$ cat src/rtl/qos_bar_renderer.sv
// Four-queue occupancy bar renderer for a 640x480 VGA pipeline (two-stage, double-buffered).
// Optional background grid overlay is enabled by defining GRID_OVERLAY_EN.
module qos_bar_renderer #(
    parameter logic [7:0]  THRESH     = 8'd240,
    parameter int unsigned BAR_MARGIN = 16
) (
    input  logic        CLK,
    input  logic        reset,
    input  logic [9:0]  x,
    input  logic [9:0]  y,
    input  logic        video_on,
    input  logic        hsync_in,
    input  logic        vsync_in,
    input  logic        new_frame,
    input  logic        occ_wr,
    input  logic [1:0]  occ_sel,
    input  logic [7:0]  occ_data,
    output logic [11:0] rgb,
    output logic        hsync_out,
    output logic        vsync_out,
    output logic [15:0] frame_cnt
);

    localparam logic [9:0] COL_W     = 10'd160;
    localparam logic [9:0] LAST_ROW  = 10'd479;
    localparam logic [7:0] MARGIN_LO = BAR_MARGIN[7:0];
    localparam logic [7:0] MARGIN_HI = 8'(159 - BAR_MARGIN);

    // Occupancy banks: staging is written freely, active only changes at frame boundaries.
    logic [3:0][7:0] staging_q;
    logic [3:0][7:0] active_q;
    logic [15:0]     frame_cnt_q;

    always_ff @(posedge CLK or posedge reset) begin
        if (reset) begin
            staging_q   <= '0;
            active_q    <= '0;
            frame_cnt_q <= '0;
        end else begin
            if (new_frame) begin
                active_q    <= staging_q;
                frame_cnt_q <= frame_cnt_q + 16'd1;
            end
            if (occ_wr) begin
                staging_q[occ_sel] <= occ_data;
            end
        end
    end

    // Stage 1: column decode, offset and bar row test.
    logic [1:0] col_d;
    logic [9:0] col_base;
    logic [9:0] off_full;
    logic [7:0] col_occ;
    logic [9:0] rows_up;
    logic       row_hit_d;
    logic       alarm_d;

    always_comb begin
        col_d    = 2'd3;
        col_base = 3 * COL_W;
        if (x < COL_W) begin
            col_d    = 2'd0;
            col_base = 10'd0;
        end else if (x < 2 * COL_W) begin
            col_d    = 2'd1;
            col_base = COL_W;
        end else if (x < 3 * COL_W) begin
            col_d    = 2'd2;
            col_base = 2 * COL_W;
        end
        off_full  = x - col_base;
        col_occ   = active_q[col_d];
        rows_up   = '0;
        row_hit_d = 1'b0;
        // 479-y only formed inside the active area, so it cannot underflow.
        if (video_on) begin
            rows_up   = LAST_ROW - y;
            row_hit_d = (off_full < COL_W) && (rows_up < {2'b00, col_occ});
        end
        alarm_d = (col_occ >= THRESH);
    end

    logic [1:0] col_q;
    logic [7:0] off_q;
    logic       row_hit_q;
    logic       alarm_q;
    logic       von_q;
    logic       hs_q;
    logic       vs_q;

    always_ff @(posedge CLK or posedge reset) begin
        if (reset) begin
            col_q     <= '0;
            off_q     <= '0;
            row_hit_q <= 1'b0;
            alarm_q   <= 1'b0;
            von_q     <= 1'b0;
            hs_q      <= 1'b1;
            vs_q      <= 1'b1;
        end else begin
            col_q     <= col_d;
            off_q     <= off_full[7:0];
            row_hit_q <= row_hit_d;
            alarm_q   <= alarm_d;
            von_q     <= video_on;
            hs_q      <= hsync_in;
            vs_q      <= vsync_in;
        end
    end

`ifdef GRID_OVERLAY_EN
    logic grid_q;

    always_ff @(posedge CLK or posedge reset) begin
        if (reset) begin
            grid_q <= 1'b0;
        end else begin
            grid_q <= (x[5:0] == 6'd0) || (y[5:0] == 6'd0);
        end
    end
`endif

    // Stage 2: margin window and colour selection.
    logic        bar_hit;
    logic [11:0] rgb_d;

    always_comb begin
        bar_hit = row_hit_q && (off_q >= MARGIN_LO) && (off_q <= MARGIN_HI);
        rgb_d   = 12'h000;
        if (von_q) begin
            if (bar_hit) begin
                if (alarm_q) begin
                    rgb_d = 12'hFFF;
                end else begin
                    unique case (col_q)
                        2'd0: rgb_d = 12'hF00;
                        2'd1: rgb_d = 12'h0F0;
                        2'd2: rgb_d = 12'h00F;
                        2'd3: rgb_d = 12'hFF0;
                        default: rgb_d = 12'h000;
                    endcase
                end
            end else begin
`ifdef GRID_OVERLAY_EN
                rgb_d = grid_q ? 12'h444 : 12'h000;
`else
                rgb_d = 12'h000;
`endif
            end
        end
    end

    logic [11:0] rgb_q;
    logic        hsync_q;
    logic        vsync_q;

    always_ff @(posedge CLK or posedge reset) begin
        if (reset) begin
            rgb_q   <= 12'h000;
            hsync_q <= 1'b1;
            vsync_q <= 1'b1;
        end else begin
            rgb_q   <= rgb_d;
            hsync_q <= hs_q;
            vsync_q <= vs_q;
        end
    end

    assign rgb       = rgb_q;
    assign hsync_out = hsync_q;
    assign vsync_out = vsync_q;
    assign frame_cnt = frame_cnt_q;

endmodule

$ cat config.mk
export PLATFORM = sky130hd
export DESIGN_NAME = qos_bar_renderer
export DESIGN_NICKNAME = d
export VERILOG_FILES = /design/src/rtl/qos_bar_renderer.sv
export SDC_FILE = /design/constraint.sdc
export NUM_CORES = 1
export LEC_CHECK = 0
export ABC_CLOCK_PERIOD_IN_PS = 9250
export BUFFER_PORTS_ARGS = -buffer_cell sky130_fd_sc_hd__buf_4
export CAP_MARGIN = 20
export CORE_MARGIN = 4
export CORE_UTILIZATION = 40
export DETAILED_ROUTE_END_ITERATION = 8
export PLACE_DENSITY = 0.71
export SLEW_MARGIN = 20
export SYNTH_ARGS = -nofsm -noshare
export SYNTH_HDL_FRONTEND = slang
export SYNTH_SLANG_ARGS = --single-unit
$ cat constraint.sdc
create_clock -name CLK -period 9.25 [get_ports CLK]
set_input_delay 1.85 -clock CLK [delete_from_list [all_inputs] [get_ports CLK]]
set_output_delay 1.85 -clock CLK [all_outputs]
set_load 0.03 [all_outputs]
After elaboration in Yosys (flattened, before gate mapping)
Index checks and enable logic that the tools add are counted.
{ "classes": {"n_addsub": 3, "n_lt_le_gt_ge": 11, "n_eq_ne": 3, "mux": 16, "n_reduce_logical": 5} }
{ "ops": {"columns": ["operator", "n"], "rows": [
  ["12-bit one-hot mux with 4 select lines", 1],
  ["12-bit two-way mux", 3],
  ["32-bit bitwise mux", 1],
  ["8-bit two-way mux", 3],
  ["10-bit by 8-bit less-than comparator with 1-bit output (second input constant)", 2],
  ["10-bit by 9-bit less-than comparator with 1-bit output (second input constant)", 2],
  ["9-bit two-way mux", 2],
  ["16-bit by 1-bit adder with 16-bit output (second input constant)", 1],
  ["8-bit binary-select mux with 2-bit select", 1],
  ["8-bit demux with 2-bit select", 1],
  ["10-bit by 8-bit less-than comparator with 1-bit output", 1],
  ["10-bit subtractor", 1],
  ["9-bit by 10-bit subtractor with 10-bit output (first input constant)", 1],
  ["8-bit by 5-bit greater-or-equal comparator with 1-bit output (second input constant)", 1],
  ["8-bit greater-or-equal comparator (second input constant)", 1],
  ["8-bit less-or-equal comparator (second input constant)", 1],
  ["2-bit by 3-bit less-than comparator with 1-bit output (second input constant)", 2],
  ["2-bit equality test (second input constant)", 2],
  ["1-bit logical AND", 4],
  ["2-bit two-way mux", 2],
  ["2-bit by 1-bit equality test with 1-bit output (second input constant)", 1],
  ["2-bit by 1-bit greater-or-equal comparator with 1-bit output (second input constant)", 1],
  ["2-bit logical NOT", 1],
  ["1-bit two-way mux", 2]
]} }
{ "totals": {"ff_bits": 109, "inputBits": 37} }

Longest topological paths before layout
Gate-level depths: netlist of run 1.
{ "logic_depth": {"depth_word": 9, "mapped_depth": 13} }

Worst setup path after synthesis of run 1
Ideal clock, no wire load.
{ "synth_path": {"kind": "input-to-reg", "startpoint": "input x[8]", "endpoint": "register row_hit_q", "setup_ps": 111, "arrival_time_ps": 3983, "required_time_ps": 9139, "setup_slack_ps": 5155, "path_stages": 10, "n_path_buf": 1, "path_cell_list": "inv_2 -> maj3_2 -> a221o_1 -> buf_6 -> inv_8 -> mux2_4 -> ha_1 -> a211oi_1 -> o311ai_0 -> a2111oi_2"} }
{ "synth_between": {"elab_cells_between_ends": 16, "cone_classes": "1 x add/sub; 5 x order compare; 9 x mux; 1 x reduce/logical"} }
{ "synth_rtl": {"columns": ["element", "line_no", "source"], "rows": [
  ["from (decl)", "9", "input logic [9:0] x,"],
  ["10-bit by 9-bit less-than comparator with 1-bit output", "68", "end else if (x < 3 * COL_W) begin"],
  ["8-bit two-way mux", "68", null],
  ["9-bit two-way mux", "65", "end else if (x < 2 * COL_W) begin"],
  ["9-bit two-way mux (*)", "62", "if (x < COL_W) begin"],
  ["net col_base[5]", "52", "logic [9:0] col_base;"],
  ["10-bit subtractor (*)", "72", "off_full = x - col_base;"],
  ["10-bit by 8-bit less-than comparator with 1-bit output (*)", "79", "row_hit_d = (off_full < COL_W) && (rows_up < {2'b00, col_occ});"],
  ["1-bit logical AND (*)", "79", null],
  ["1-bit two-way mux (*)", "77", "if (video_on) begin"],
  ["net row_hit_d", "56", "logic row_hit_d;"],
  ["to (signal assigned)", "104", "row_hit_q <= row_hit_d;"],
  ["to (decl)", "86", "logic row_hit_q;"]
]} }
The timed path passes the listed nets; every way through them passes the cells marked *. The select of a mux whose other input is x is not followed.
A chain may end at the register's enable or synchronous reset.

Worst setup path after layout of run 1
{ "layout_path": {"startpoint": "input x[8]", "endpoint": "register row_hit_q"} }
{ "layout_between": {"elab_chain_cells": 9, "elab_cells_between_ends": 16, "cone_classes": "1 x add/sub; 5 x order compare; 9 x mux; 1 x reduce/logical"} }
{ "layout_lines": {"columns": ["element", "line_no"], "rows": [
  ["branches (longest 7 deep; another with 10-bit by 9-bit less-than comparator with 1-bit output)", null],
  ["1-bit logical AND (*)", "79"],
  ["1-bit two-way mux (*)", "77"],
  ["net row_hit_d", "56"]
]} }
Mark *: on every way through the listed nets, which the timed path passes. The select of a mux whose other input is x is not followed.

==> run_results.csv, run 1 <==
group,metric,value,unit
run_status,status,"finished, final reports clean",
critical_path,critical_path_arrival,4.59,ns
yosys,synth_edf_count,0,
pwr,p_per_area,209,nW/um2
critical_path,crit_type,"primary input to flip-flop",
timing,rsz0062_at_grt,"no",
clock_tree,clock_sink_count,96,
critical_path,critPathMaxStageDelay,0.59,ns
clock_tree,clk-insertion-delay-late,0.36,ns
detailed_routing,ant_nets,0,
critical_path,start_kind,"primary input",
pwr,power_leakage,2.38,nW
critical_path,reg2reg_to,"row_hit_q",
worst_hold_path,min_path_type,"flip-flop to flip-flop",
detailed_routing,drc,0,
die,die_x,113,um
global_routing,grt_pass1_wl,13.6,mm
critical_path,worstPathMaxFanout,10,
yosys,synth.yosys.seq_area_share,54.7,%
clock_tree,postCtsSetupBuffers,0,
clock_tree,cts_inserted_buffers,9,
yosys,synth_top_flop_cell,"dfrtp_1",
detailed_routing,wl,7.97,mm
timing,fmax,0.230,GHz
yosys,ys_types,45,
die,core,10800,um2
critical_path,crit_family,"compound AO/OA/AOI/OAI gates",
timing,tns,0,ns
clock_tree,clkSlewWorstSetupHoldPaths,0.09,ns
layout,layout_common_cells,"dfrtp_1 (92), mux2_2 (67), buf_4 (63)",
timing,min_period,4.34,ns
die,num_rows,38,
timing,slew_violations,0,
critical_path,crit_path_end_kind,"flip-flop",
detailed_routing,via_count,2664,
critical_path,critical_path_required,9.50,ns
yosys,ys.warnings.count,0,
clock_tree,root_buffer,"clkbuf_8",
layout,fin_area,5150,um2
detailed_routing,via_per_inst,5.00,
critical_path,reg2reg_slack,7.21,ns
global_routing,grt-ovfl-total,0,
detailed_routing,wire_per_inst,14.9,um
global_routing,grt_start_max_net_pins,53,
layout,drive_above_1_share,41.5,%
yosys,netlist_instances,330,
timing,finalClockSkew,0.00822,ns
critical_path,crit_path_end,"row_hit_q",
clock_tree,cts_tree,"done",
layout,final_common_cell,"dfrtp_1",
critical_path,crit_start,"x[8]",
timing,tightest_slew,0.865,ns
critical_path,reg2regPathDepth,6,
clock_tree,h-tree-depth,3,
timing,finalHoldViolCount,0,
place,dpl.hpwl,5.72,mm
die,die-area,12700,um2
die,die_h,113,um
timing,maxSlewHeadroom,42.1,%
timing,finalSetupViolations,0,
layout,diodes,0,
layout,nFillCells,960,
clock_tree,cts.path.max_buffers,2,
place,gp_congestion,0.795,
yosys,synth.avg_cell_area,13.3,um2
layout,seq_area,2410,um2
clock_tree,cts_resized,0,
place,placed_cell_area,4940,um2
die,initial_utilization,40.8,%
layout,syn_to_final_growth,16.9,%
critical_path,crit_chain,"buf_4, inv_2, maj3_2, a221o_1, inv_8, mux2_4, ha_1, a211oi_1, o311ai_0, a2111oi_2",
layout,fin_nets,442,
global_routing,grt_pass1_vias,2765,
timing,min_period_over_period,46.9,%
yosys,ys_ff_latch,96,
critical_path,r2r-start,"active_q[15]",
yosys,synth_fp_nets,384,
flow_run,cap_violations,0,
die,io_pins,67,
clock_tree,ctsHoldBuffers,0,
pwr,p_total,1.08,mW
critical_path,crit_buf_inv,3,
detailed_routing,firstDrtPassIters,4,
critical_path,critical-path-slowest-cell,"a221o_1",
critical_path,worstSetupPathDepth,10,
pwr,ir_drop,0.0889,mV
detailed_routing,drtIter0Drc,127,
yosys,synthArstFlopShare,100,%
global_routing,antenna_found_initial,0,
yosys,syn_area,4400,um2
global_routing,grt_usage,13.2,%
layout,multi_input_area,1810,um2
place,portBuffers,62,
-- stage by stage --
stage          worst slack (ns)  std cells  hold slack, ns  util [%]
2_1_floorplan              4.90        330           0.345         -
6_report                   4.91        533           0.360      47.7
4_1_cts                    4.93        533           0.361      47.7
5_1_grt                    4.80        533           0.366      47.7
3_5_place_dp               4.57        517           0.347      45.8
3_3_place_gp               4.61        517           0.345      45.8
-- final cells by class --
cell class                      instances  area share, %
Tap cell                              140           3.40
Clock buffer                            9           2.41
Inverter                               17           1.41
Timing Repair Buffer                   63           9.19
Clock inverter                          7           1.65
Multi-Input combinational cell        201           35.2
Sequential cell                        96           46.8
-- cells in the mapped netlist (2+ instances only) --
library cell,count,area [um2]
dfrtp_1,92,2300
mux2_2,67,754
ha_1,16,200
xnor2_1,16,140
inv_1,15,56.3
nand2_1,14,52.6
mux2i_1,11,110
nor2_1,11,41.3
buf_4,10,75.1
a21oi_1,6,30.0
nand4_1,6,37.5
o21ai_0,6,30.0
a21o_1,4,30.0
clkbuf_1,4,15.0
dfstp_2,4,105
mux2_4,4,60.1
nand3_1,4,20.0
xor2_1,4,35.0
and3_1,3,18.8
a31oi_1,2,12.5
buf_6,2,22.5
nand2b_1,2,12.5
nand3b_1,2,15.0
nor2b_1,2,12.5
nor3_1,2,10.0
o21a_1,2,15.0
-- logic make-up after synthesis --
group,count (synthesis),share of synthesized area [%]
muxes,82,21.0
AOI/OAI and AO/OA,30,4.75
buffers and inverters,33,4.18
adders and majority gates,18,5.26
and+or+nand+nor,51,6.14
xor gates and xnor gates,20,3.98
DFF,96,54.7
-- per-layer routing --
metal  track usage, %  part of all wire (%)  vias up
li1                 -                     -     1270
met3             3.90                   5.2        4
met5                0                     0        -
met4             2.64                  0.68        0
met1             17.6                    45     1336
met2             21.7                    49       54
-- flip-flops by register name, summed over array words and instances (netlist names), 2 cells and up --
name       flops
frame_cnt     16
staging_q     32
rgb            3
off_q          4
active_q      32
col_q          2
-- worst min-delay path by stage --
stage,from,end,slack (ns),cells past startpoint
finish,vs_q,vsync_out,0.36,0
global route,vs_q,vsync_out,0.37,0
CTS,vs_q,vsync_out,0.36,0
detailed placement,vs_q,vsync_out,0.35,0
global placement,vs_q,vsync_out,0.35,0
floorplan,hs_q,hsync_out,0.35,0
-- report_power, final --
| part | internal (mW) | switching, mW |
|---|---|---|
| sequential | 0.499 | 0.0494 |
| clock | 0.131 | 0.154 |
| combinational | 0.126 | 0.117 |
Note: power is estimated with default switching activity, not from simulation.
==> run 2: changes to the inputs <==
ABC_AREA = 1   (was not set)
ABC_CLOCK_PERIOD_IN_PS = 3950   (was 9250)
PLACE_DENSITY = 0.73   (was 0.71)
clock period = 3.95 ns   (was 9.25 ns; I/O delays follow)
==> run 2 against run 1 <==
Net effect: power up 120%; first-iteration DRC count is 29% higher; clock power grew 120%; sequential share of layout area up 0.63 points; critical endpoint unchanged; highest routed layer unchanged.
==> run_results.csv, run 2 <==
group,metric,value,unit
clock_tree,clock_sink_count,96,
pwr,clockPowerShare,26.0,%
clock_tree,cts_resized,0,
clock_tree,cts.path.max_buffers,2,
pwr,p_switching,743,uW
critical_path,crit_chain,"buf_4, inv_1, nand2_1, nand2_1, nand2_2, nand2_4, inv_2, o21ai_0, inv_1, o21ai_1, inv_1, ha_1, nand2_1, nor3_1, nor3b_1, a21oi_1",
layout,final_core_utilization,48.5,%
pwr,swShare,31.4,%
yosys,ys_ff_latch,96,
global_routing,grt_pass1_vias,3157,
yosys,synthArstFlopShare,100,%
yosys,synth_fp_nets,540,
timing,slew_violations,0,
clock_tree,cts_inserted_buffers,9,
worst_hold_path,min_path_type,"flip-flop to flip-flop",
clock_tree,clk-insertion-delay-late,0.35,ns
yosys,ys_types,30,
yosys,yosysMostFrequentCell,"nand2_1",
global_routing,antenna_found_initial,0,
die,die-area,12600,um2
timing,maxSlewHeadroom,49.4,%
timing,holdWs,0.359,ns
pwr,p_int,1.62,mW
detailed_routing,firstDrtPassIters,5,
layout,diodes,0,
clock_tree,h-tree-depth,3,
die,core,10500,um2
yosys,yosysTopAreaCell,"dfrtp_1",
die,io_pins,67,
critical_path,start_kind,"primary input",
yosys,synth_top_flop_cell,"dfrtp_1",
clock_tree,root_buffer,"clkbuf_8",
yosys,synth_edf_count,0,
critical_path,critPathMaxStageDelay,0.28,ns
place,dpl.cell_count,664,
timing,fmax,0.375,GHz
worst_hold_path,min_path_cells,0,
critical_path,crit_family,"simple AND/OR/NAND/NOR gates",
yosys,synth.cells.most_frequent,"nand2_1 (138), dfrtp_1 (92), o21ai_0 (60), inv_1 (56), a21oi_1 (19)",
yosys,syn_area,4360,um2
flow_run,cap_violations,0,
pwr,p_per_area,465,nW/um2
timing,min_period,2.67,ns
yosys,netlist_instances,486,
worst_hold_path,worstHoldEndpoint,"hsync_out",
layout,fin_nets,593,
yosys,synth_top_area_share,52.8,%
detailed_routing,via_count,3213,
yosys,ys.warnings.count,0,
yosys,synth.yosys.seq_area_share,55.2,%
layout,nFillCells,996,
pwr,seq_power_share,52.3,%
critical_path,critical-path-slowest-cell,"ha_1",
yosys,synth.avg_cell_area,8.98,um2
place,dpl.hpwl,6.13,mm
critical_path,r2r-start,"active_q[31]",
timing,finalClockSkew,0.00510,ns
layout,layout_common_cells,"nand2_1 (138), dfrtp_1 (92), buf_4 (65)",
timing,tns,0,ns
detailed_routing,drc,0,
global_routing,grt_usage,14.1,%
clock_tree,cts_tree,"done",
clock_tree,clkSlewWorstSetupHoldPaths,0.09,ns
critical_path,crit_buf_inv,5,
detailed_routing,drtIter0Drc,164,
layout,drive_above_1_share,17.7,%
timing,finalSetupViolations,0,
detailed_routing,wl,8.62,mm
timing,finalHoldViolCount,0,
global_routing,grt_pass1_wl,14.5,mm
critical_path,reg2reg_to,"row_hit_q",
critical_path,crit_path_end_kind,"flip-flop",
critical_path,worstPathMaxFanout,20,
timing,tightest_slew,0.758,ns
timing,rsz0062_at_grt,"no",
layout,stdcell_count,679,
timing,min_period_over_period,67.5,%
die,die_h,112,um
layout,syn_to_final_growth,16.4,%
global_routing,grt_start_max_net_pins,52,
critical_path,crit_type,"primary input to flip-flop",
global_routing,grt-ovfl-total,0,
worst_hold_path,min_from,"hs_q",
detailed_routing,via_per_inst,4.73,
die,initial_utilization,41.7,%
layout,final_common_cell,"nand2_1",
critical_path,reg2regPathDepth,11,
pwr,pwr-share-comb,21.7,%
detailed_routing,ant_nets,0,
die,die_x,112,um
run_status,status,"finished, final reports clean",
yosys,synth.area.top_cells,"dfrtp_1 (53%), nand2_1 (12%), o21ai_0 (6.9%), inv_1 (4.8%), ha_1 (4.6%)",
pwr,ir_drop,0.156,mV
critical_path,reg2reg_slack,2.11,ns
die,num_rows,37,
detailed_routing,wire_per_inst,12.7,um
place,gp_congestion,0.805,
clock_tree,ctsHoldBuffers,0,
critical_path,critical_path_required,4.19,ns
critical_path,critical_path_arrival,2.90,ns
place,portBuffers,62,
pwr,power_leakage,2.62,nW
clock_tree,postCtsSetupBuffers,0,
[run 2: kinds of logic (layout without fill, tap and decap cells)]
| family | after synthesis | in the layout | synth area share, % |
|---|---|---|---|
| buffers and inverters | 84 | 141 | 8.23 |
| flip-flops | 96 | 96 | 55.2 |
| AND/OR/NAND/NOR | 183 | 183 | 17.5 |
| XOR/XNOR | 19 | 19 | 3.81 |
| AO/OA/AOI/OAI | 87 | 87 | 10.3 |
| adder cells (fa/ha/maj) | 17 | 17 | 5.05 |
[run 2: power by group through the flow]
| stage | combinational (mW) | clock [mW] | sequential (mW) |
|---|---|---|---|
| floorplan | 0.275 | 0 | 1.31 |
| global placement | 0.498 | 0 | 1.25 |
| detailed placement | 0.519 | 0 | 1.25 |
| CTS | 0.522 | 0.632 | 1.24 |
| global route | 0.580 | 0.669 | 1.26 |
| finish | 0.513 | 0.615 | 1.24 |
[run 2: metal layers]
metal	vias to the layer above	share of wire (%)	track usage, %	wire length [um]
met4	0	2.0	6.49	169
met1	1489	46	18.4	4000
met5	-	0	0	0
li1	1632	-	-	-
met2	78	47	22.7	4030
met3	14	4.9	2.64	424
[run 2: layout make-up]
type | instances | area, um2 | area share, %
Sequential cell | 96 | 2410 | 47.4
Multi-Input combinational cell | 306 | 1600 | 31.5
Timing Repair Buffer | 65 | 488 | 9.61
Inverter | 61 | 230 | 4.53
Tap cell | 136 | 170 | 3.35
Clock buffer | 9 | 124 | 2.44
Clock inverter | 6 | 61.3 | 1.21
[run 2: per-stage QoR]
stage / setup WS (ns) / area (um2) / power (mW)
6_report: 1.28 / 5080 / 2.36
5_1_grt: 0.979 / 5080 / 2.51
4_1_cts: 1.28 / 5080 / 2.39
3_5_place_dp: 0.878 / 4890 / 1.77
3_3_place_gp: 1.00 / 4890 / 1.74
2_1_floorplan: 0.661 / 4360 / 1.59
[run 2: worst register-to-register path: stages (launching register included)]
cell and delay, ns:
dfrtp_1 0.34, inv_1 0.05, a21oi_1 0.13, o21ai_0 0.11, nand2_1 0.12, inv_1 0.06
ha_1 0.30, a211oi_1 0.26, nand3_1 0.11, nor2_1 0.09, nand3_1 0.07, a21oi_1 0.13
[run 2: worst max path at each step]
stage	start	cells after the start	end
floorplan	reset	1	active_q[0]
global placement	x[8]	16	row_hit_q
detailed placement	x[6]	15	row_hit_q
CTS	x[6]	15	row_hit_q
global route	x[6]	16	row_hit_q
finish	x[8]	16	row_hit_q
